$ cat src/rtl/regfile_mp_sb_if.sv
// Register file bus: decoder/controller side (master) drives write, link-write,
// scoreboard-set and read-address signals; the register file (slave) returns
// read data, per-port pending flags, the stall interlock and the link value.
//   regWriteEn/Rdest/writeData     general write port
//   RaWriteEn/RaWriteData          link (return-address) write port
//   pendSetEn/pendSetAddr          mark register as awaiting multi-cycle writeback
//   rdAddr                         NREAD packed read addresses
//   rdData/rdPending/stall/RaData  combinational read results
interface regfile_mp_sb_if #(
  parameter int REGBITS = 5,
  parameter int WIDTH   = 32,
  parameter int NREAD   = 2
);
  logic                     regWriteEn;
  logic [REGBITS-1:0]       Rdest;
  logic [WIDTH-1:0]         writeData;
  logic                     RaWriteEn;
  logic [WIDTH-1:0]         RaWriteData;
  logic                     pendSetEn;
  logic [REGBITS-1:0]       pendSetAddr;
  logic [NREAD*REGBITS-1:0] rdAddr;
  logic [NREAD*WIDTH-1:0]   rdData;
  logic [NREAD-1:0]         rdPending;
  logic                     stall;
  logic [WIDTH-1:0]         RaData;

  modport master (
    output regWriteEn, Rdest, writeData, RaWriteEn, RaWriteData,
           pendSetEn, pendSetAddr, rdAddr,
    input  rdData, rdPending, stall, RaData
  );

  modport slave (
    input  regWriteEn, Rdest, writeData, RaWriteEn, RaWriteData,
           pendSetEn, pendSetAddr, rdAddr,
    output rdData, rdPending, stall, RaData
  );
endinterface

$ cat src/rtl/regfile_mp_sb.sv
// Multi-port register file with link write port and load scoreboard.
//   clk    global clock, all state on posedge
//   reset  synchronous active-high; clears registers and pending bits
//   bus    regfile_mp_sb_if slave modport (see interface header)
// Register 0 is hardwired to zero. Reads are combinational with optional
// same-cycle forwarding of write data (BYPASS). A pending bit per register
// tracks outstanding multi-cycle writebacks; reading a pending register
// raises rdPending/stall.
module regfile_mp_sb #(
  parameter int REGBITS = 5,
  parameter int WIDTH   = 32,
  parameter int NREAD   = 2,
  parameter int RA_IDX  = 31,
  parameter int BYPASS  = 1
) (
  input logic             clk,
  input logic             reset,
  regfile_mp_sb_if.slave  bus
);

  localparam int unsigned NREGS = 2 ** REGBITS;
  localparam logic [REGBITS-1:0] RA_ADDR = RA_IDX[REGBITS-1:0];

  logic [WIDTH-1:0] regs [NREGS];
  logic [NREGS-1:0] pending;
  logic [NREAD-1:0] pendVec;

  logic genWrite;
  logic raDropped;

  assign genWrite  = bus.regWriteEn && (bus.Rdest != '0);
  assign raDropped = bus.regWriteEn && (bus.Rdest == RA_ADDR);

  always_ff @(posedge clk) begin
    if (reset) begin
      for (int unsigned i = 0; i < NREGS; i++) regs[i] <= '0;
      pending <= '0;
    end else begin
      // General write is issued after the link write so it wins on RA_IDX.
      if (bus.RaWriteEn && !raDropped) regs[RA_ADDR] <= bus.RaWriteData;
      if (genWrite) regs[bus.Rdest] <= bus.writeData;
      // Set after clear: a newly issued load outranks an arriving writeback.
      if (genWrite) pending[bus.Rdest] <= 1'b0;
      if (bus.pendSetEn && (bus.pendSetAddr != '0)) pending[bus.pendSetAddr] <= 1'b1;
    end
  end

  function automatic logic [WIDTH-1:0] readReg(input logic [REGBITS-1:0] addr);
    if (addr == '0)
      readReg = '0;
    else if ((BYPASS != 0) && bus.regWriteEn && (bus.Rdest == addr))
      readReg = bus.writeData;
    else if ((BYPASS != 0) && bus.RaWriteEn && (addr == RA_ADDR) && !raDropped)
      readReg = bus.RaWriteData;
    else
      readReg = regs[addr];
  endfunction

  always_comb begin
    logic [REGBITS-1:0] a;
    bus.rdData = '0;
    pendVec    = '0;
    for (int unsigned i = 0; i < NREAD; i++) begin
      a = bus.rdAddr[i*REGBITS +: REGBITS];
      bus.rdData[i*WIDTH +: WIDTH] = readReg(a);
      pendVec[i] = pending[a] && (a != '0) &&
                   !((BYPASS != 0) && bus.regWriteEn && (bus.Rdest == a));
    end
  end

  assign bus.rdPending = pendVec;
  assign bus.stall     = |pendVec;
  assign bus.RaData    = readReg(RA_ADDR);

endmodule

$ cat src/flat_wrapper.sv
// flat-port wrapper written by rule: the top's interface ports become plain ports
module regfile_mp_sb_flat 
#(
  parameter int REGBITS = 5,
  parameter int WIDTH   = 32,
  parameter int NREAD   = 2,
  parameter int RA_IDX  = 31,
  parameter int BYPASS  = 1
)
  (clk, reset, bus_regWriteEn, bus_Rdest, bus_writeData, bus_RaWriteEn, bus_RaWriteData, bus_pendSetEn, bus_pendSetAddr, bus_rdAddr, bus_rdData, bus_rdPending, bus_stall, bus_RaData);
  regfile_mp_sb_if #(.REGBITS(REGBITS), .WIDTH(WIDTH), .NREAD(NREAD)) bus_i ();
  input logic clk;
  input logic reset;
  input wire logic [$bits(bus_i.regWriteEn)-1:0] bus_regWriteEn;
  input wire logic [$bits(bus_i.Rdest)-1:0] bus_Rdest;
  input wire logic [$bits(bus_i.writeData)-1:0] bus_writeData;
  input wire logic [$bits(bus_i.RaWriteEn)-1:0] bus_RaWriteEn;
  input wire logic [$bits(bus_i.RaWriteData)-1:0] bus_RaWriteData;
  input wire logic [$bits(bus_i.pendSetEn)-1:0] bus_pendSetEn;
  input wire logic [$bits(bus_i.pendSetAddr)-1:0] bus_pendSetAddr;
  input wire logic [$bits(bus_i.rdAddr)-1:0] bus_rdAddr;
  output wire logic [$bits(bus_i.rdData)-1:0] bus_rdData;
  output wire logic [$bits(bus_i.rdPending)-1:0] bus_rdPending;
  output wire logic [$bits(bus_i.stall)-1:0] bus_stall;
  output wire logic [$bits(bus_i.RaData)-1:0] bus_RaData;
  assign bus_i.regWriteEn = bus_regWriteEn;
  assign bus_i.Rdest = bus_Rdest;
  assign bus_i.writeData = bus_writeData;
  assign bus_i.RaWriteEn = bus_RaWriteEn;
  assign bus_i.RaWriteData = bus_RaWriteData;
  assign bus_i.pendSetEn = bus_pendSetEn;
  assign bus_i.pendSetAddr = bus_pendSetAddr;
  assign bus_i.rdAddr = bus_rdAddr;
  assign bus_rdData = bus_i.rdData;
  assign bus_rdPending = bus_i.rdPending;
  assign bus_stall = bus_i.stall;
  assign bus_RaData = bus_i.RaData;
  regfile_mp_sb #(.REGBITS(REGBITS), .WIDTH(WIDTH), .NREAD(NREAD), .RA_IDX(RA_IDX), .BYPASS(BYPASS)) u_core (.clk(clk), .reset(reset), .bus(bus_i));
endmodule
$ cat config.mk
export PLATFORM = sky130hd
export DESIGN_NAME = regfile_mp_sb_flat
export DESIGN_NICKNAME = d
export VERILOG_FILES = /design/src/rtl/regfile_mp_sb_if.sv /design/src/rtl/regfile_mp_sb.sv /design/src/flat_wrapper.sv
export SDC_FILE = /design/constraint.sdc
export NUM_CORES = 2
export LEC_CHECK = 0
export CAP_MARGIN = 10
export CORE_ASPECT_RATIO = 1.4
export CORE_UTILIZATION = 46
export DETAILED_ROUTE_END_ITERATION = 10
export GPL_ROUTABILITY_DRIVEN = 0
export PLACE_DENSITY = 0.66
export SLEW_MARGIN = 20
export SYNTH_ARGS = -nofsm -noshare
export SYNTH_HDL_FRONTEND = slang
export SYNTH_SLANG_ARGS = --single-unit
$ cat constraint.sdc
create_clock -name clk -period 4.1 [get_ports clk]
set_input_delay 0.615 -clock clk [delete_from_list [all_inputs] [get_ports clk]]
set_output_delay 0.615 -clock clk [all_outputs]
set_load 0.01 [all_outputs]
# Word level (Yosys, flattened, before mapping)
# Memory sizes are Yosys's and may differ from the RTL's.
# Index checks and enable logic that the tools add are counted.
# W data, S select, Z words.
# classes
n_lt_le_gt_ge	6
n_eq_ne	5
mux	31
n_bitwise	4
n_reduce_logical	27
# ops
operator	count
$mux W32	13
$and A32 B32 Y32	1
$not A32 Y32	1
$or A32 B32 Y32	1
$reduce_or A32 Y1	1
$lt A5 B6 Y1 const B	4
$reduce_bool A5 Y1	4
$logic_and A1 B1 Y1	16
$eq A5 B5 Y1 const B	3
$mux W1	13
$bmux W1 S5	2
$demux W1 S5	2
$eq A5 B5 Y1	2
$ge A5 B1 Y1 const B	2
$logic_not A5 Y1	2
$mux W5	1
$logic_not A1 Y1	3
$reduce_or A2 Y1	1
$or A1 B1 Y1	1
# totals
ff_bits	32
mem_bits_rw	1024
input_bits	89
output_inout_bits	99
word_cells	75
memories	1
# memory_table
name	words	word_bits	rd	rd_ports_with_merged_regs	write_ports	line	text
u_core.regs	32	32	3	0	32	regfile_mp_sb.sv:24	logic [WIDTH-1:0] regs [NREGS];

# Longest topological paths before layout
# logic_depth
word_depth	10
ltp_mapped	11
mapped_depth_nobuf	5

# Worst setup path after synthesis
# OpenSTA, ideal clock, no wires.
# synth_timing
kind	input -> output
start	input port bus_rdAddr[1]
end	output port bus_rdData[21]
arrival_time_ps	2445
required_time_ps	3485
slack_ps	1040
stages	7
path_buffers	4
cell_sequence	buf_2 -> buf_2 -> buf_2 -> buf_1 -> mux4_2 -> a2111oi_0 -> o31ai_1
# synth_via
elab_chain_len	6
word_cells_on_any_way	10
classes_between	eq/ne: 2; mux: 3; reduce/logical: 4; memory: 1
# synth_rtl
item	line	text
start: declaration	flat_wrapper.sv:21	input wire logic [$bits(bus_i.rdAddr)-1:0] bus_rdAddr;
parallel branches: the longest is 5 deep, another holds $mem_v2 Z32 W32	--	
$mux W32 *	regfile_mp_sb.sv:49	if (addr == '0)
end: declaration	flat_wrapper.sv:22	output wire logic [$bits(bus_i.rdData)-1:0] bus_rdData;
# Mark *: on every way between the ends.

# Final worst setup path
# layout_timing
start	input port bus_Rdest[2]
end	output port bus_rdData[36]
# layout_via
elab_chain_len	7
word_cells_on_any_way	9
classes_between	eq/ne: 2; mux: 3; reduce/logical: 4
# layout_rtl
item	line	text
start: declaration	flat_wrapper.sv:15	input wire logic [$bits(bus_i.Rdest)-1:0] bus_Rdest;
$eq A5 B5 Y1	regfile_mp_sb.sv:32	assign raDropped = bus.regWriteEn && (bus.Rdest == RA_ADDR);
$logic_and A1 B1 Y1	regfile_mp_sb.sv:32	
$logic_not A1 Y1	regfile_mp_sb.sv:53	else if ((BYPASS != 0) && bus.RaWriteEn && (addr == RA_ADDR) && !raDropped)
$logic_and A1 B1 Y1	regfile_mp_sb.sv:53	
$mux W32	regfile_mp_sb.sv:53	
$mux W32 *	regfile_mp_sb.sv:51	else if ((BYPASS != 0) && bus.regWriteEn && (bus.Rdest == addr))
$mux W32 *	regfile_mp_sb.sv:49	
# Mark *: on every way between the ends. The rest lies on a longest branch, timed or not.

==> results.md <==
* Status: finished, violations left
* Failing checks: DRC
* DIE HEIGHT at 421.3 microns
* WP data arrival at 3.46 ns
* Share of cells above drive strength 1 at 0.2539
* Initial antenna violation count at 9
* CTS tree: built
* CTS Hold Bufs at 0
* Synth async-reset ratio at 0
* Sequential element share of the synthesized area at 0.5433
* Final setup fails at 0
* Initial Util at 0.4643
* Initial drt markers at 5216
* Num CTS Buffers at 106
* Top-Level Pins at 188
* Top FF cell, synth: edfxtp_1
* Post-DP HPWL at 132000 microns
* Layout Cells excl Fill at 5996
* RSZ-0062 raised after global routing: false
* Placed Cells at 5780
* Worst path top cell family by delay: buffers and inverters
* Slowest CP cell: clkdlybuf4s50_1
* Root Buffer: clkbuf_16
* Gr usage total at 0.3322
* Max-slew headroom at 0.3703
* Pleak at 23.62 nW
* Count of cell types in the netlist at 57
* Placed cell area at 63890 sq um
* Row count at 153
* Ys Warns at 0
* VDD IR max at 347.9 uV
* Routed wire per std cell at 35.11 microns
* Synth Instances at 4011
* Avg Inst Size Synth at 14.40 sq um
* Area grow syn2layout at 16.59%
* Clk_lat worst skew at 0.76 ns
* PwrDens at 391.1 nW/um^2
* Final Max Tran Viols at 0
* Largest net degree at the start of global routing at 68
* Worst Setup End Kind: output pin
* Max Cap Viol at 0
* Post-route ant nets at 0
* Via count at 40331
* Vias in the first global route at 41296
* Core area at 124400 sq um
* Die ar. at 127000 sq um
* Cell Area, Synth at 57770 sq um
* Commonest non-fill, non-tap cell in the layout: edfxtp_1
* Cts repair resizes at 4
* CTS clk-pin slew, worst paths at 0.07 ns
* Final hold violation count at 0
* Min-Delay Path Class: reg -> reg
* Worst setup path class: in -> out
* CTS sink cnt at 1056
* Register bit total from synthesis at 1056
* H-tree levels at 3
* Vias/cell at 6.726
* Design area at 67360 sq um
* Final Skew at 0 ns
* Cell Chain, Critical Path: clkdlybuf4s50_1 > nand3_2 > o2111a_2 > or2_2 > buf_4 > o31ai_1 > clkdlybuf4s50_1
* Global-route wire length before repair at 295900 microns
* Critical Path Most Common Cell: clkdlybuf4s50_1
* Post-synth EDFFs at 1024
* Min Hold Slack at 0.4883 ns
* Drt first pass iters at 8
* # Post-CTS Setup Buffers at 0
* Post-layout min period at 4.074 ns
* Worst Path Buf+Inv at 3
* Worst-case clock buffer depth at 3
* Critical path peak fanout at 19
* Req. time, crit path at 3.48 ns
* DRT Wirelength at 210500 microns
* Crit share post-route at 0.9936
* Worst slew pin tran at 0.9435 ns
* Die Wd at 301.5 microns
* Fin nets at 4350
* Achievable Freq at 245.5 MHz
* Commonest non-fill, non-tap cells in the layout: edfxtp_1, and2_1, mux4_2
* Critical Path Max Stage Delay at 0.62 ns
* Total congestion overflow at 0
* Pwr Total at 26.34 mW
* Utilization after layout at 0.5413
* Crit start category: input pin
* I/O Buffers at 187
* DRC Markers at 24
[synth_stat cells, types with 8 or more instances]
| cell type | instances | area (sq um) |
|---|---|---|
| a22oi_1 | 68 | 510.5 |
| a21o_1 | 30 | 225.2 |
| xnor2_1 | 10 | 87.58 |
| buf_1 | 14 | 52.55 |
| dfxtp_1 | 32 | 640.6 |
| a2111oi_0 | 28 | 245.2 |
| buf_4 | 12 | 90.09 |
| a22o_1 | 95 | 832.1 |
| nor2_1 | 98 | 367.9 |
| o221ai_1 | 60 | 525.5 |
| nand3_1 | 11 | 55.05 |
| o31ai_1 | 63 | 473.0 |
| nor2b_1 | 13 | 81.33 |
| edfxtp_1 | 1024 | 30750 |
| nor3_1 | 36 | 180.2 |
| nand2_1 | 65 | 244.0 |
| clkbuf_1 | 315 | 1182 |
| and2_1 | 934 | 5843 |
| a211oi_1 | 60 | 450.4 |
| o22ai_1 | 49 | 306.5 |
| buf_6 | 12 | 135.1 |
| nand3b_1 | 8 | 60.06 |
| mux4_2 | 461 | 10380 |
| buf_2 | 96 | 480.5 |
| o21ai_0 | 47 | 235.2 |
| inv_1 | 33 | 123.9 |
| mux2i_1 | 264 | 2643 |
[routing by layer]
| layer | vias up | GRT usage | part of all wire | wire length [microns] |
|---|---|---|---|---|
| met4 | 4 | 0.2345 | 0.075 | 15820 |
| met2 | 2736 | 0.5346 | 0.48 | 101800 |
| met1 | 20731 | 0.3945 | 0.34 | 71260 |
| li1 | 16091 | - | - | - |
| met3 | 769 | 0.07225 | 0.10 | 21600 |
| met5 | - | 0 | 0.00015 | 31 |
[report_power, final]
group / switching, mW / internal (mW)
clock network: 4.49 / 5.21
registers: 0.324 / 12.4
logic: 2.10 / 1.78
[cell families after synthesis]
| family | Yosys count | synth area share |
|---|---|---|
| and+or+nand+nor | 1219 | 0.1253 |
| DFF | 1056 | 0.5433 |
| muxes | 726 | 0.2256 |
| AOI/OAI and AO/OA | 517 | 0.06842 |
| buffers and inverters | 482 | 0.03573 |
| xor gates and xnor gates | 10 | 0.001516 |
| other | 1 | 0.00006491 |
[worst reg2reg max path, stage by stage, from the launching register on]
cell and delay (ns):
dfxtp_1 0.36, inv_1 0.05, o32ai_1 0.24
[through the flow]
stage,TNS [ns],worst slack [ns]
after floorplan,0,1.040
after global placement,-0.4877,-0.1461
after detailed placement,-0.4185,-0.1079
after CTS,0,0.003113
after global routing,0,0.002293
final,0,0.02625
[path summary, 6_finish.rpt]
path | startpoint | endpoint | slack, ns | cells past startpoint
setup / recovery | bus_Rdest[2] | bus_rdData[36] | 0.03 | 7
hold / removal | u_core.pending[13]$_SDFF_PP0_ | u_core.pending[13]$_SDFF_PP0_ | 0.49 | 2
setup reg to reg | u_core.pending[31]$_SDFF_PP0_ | u_core.pending[31]$_SDFF_PP0_ | 3.37 | 2
hold reg to reg | u_core.pending[13]$_SDFF_PP0_ | u_core.pending[13]$_SDFF_PP0_ | 0.49 | 2
[area by class of cell]
cell class / instances / area [sq um]
Antenna cell: 17 / 42.54
Clock buffer: 132 / 2770
Clock inverter: 67 / 574.3
Fill cell: 10191 / 57070
Inverter: 33 / 123.9
Multi-Input combinational cell: 2504 / 24750
Sequential cell: 1056 / 31390
Tap cell: 1627 / 2036
Timing Repair Buffer: 560 / 5673
[flip-flops by register name, indices dropped and copies added, names as in the netlist]
signal / flops
u_core.regs: 1024
u_core.pending: 32
Power figures use the tool's default switching activity.
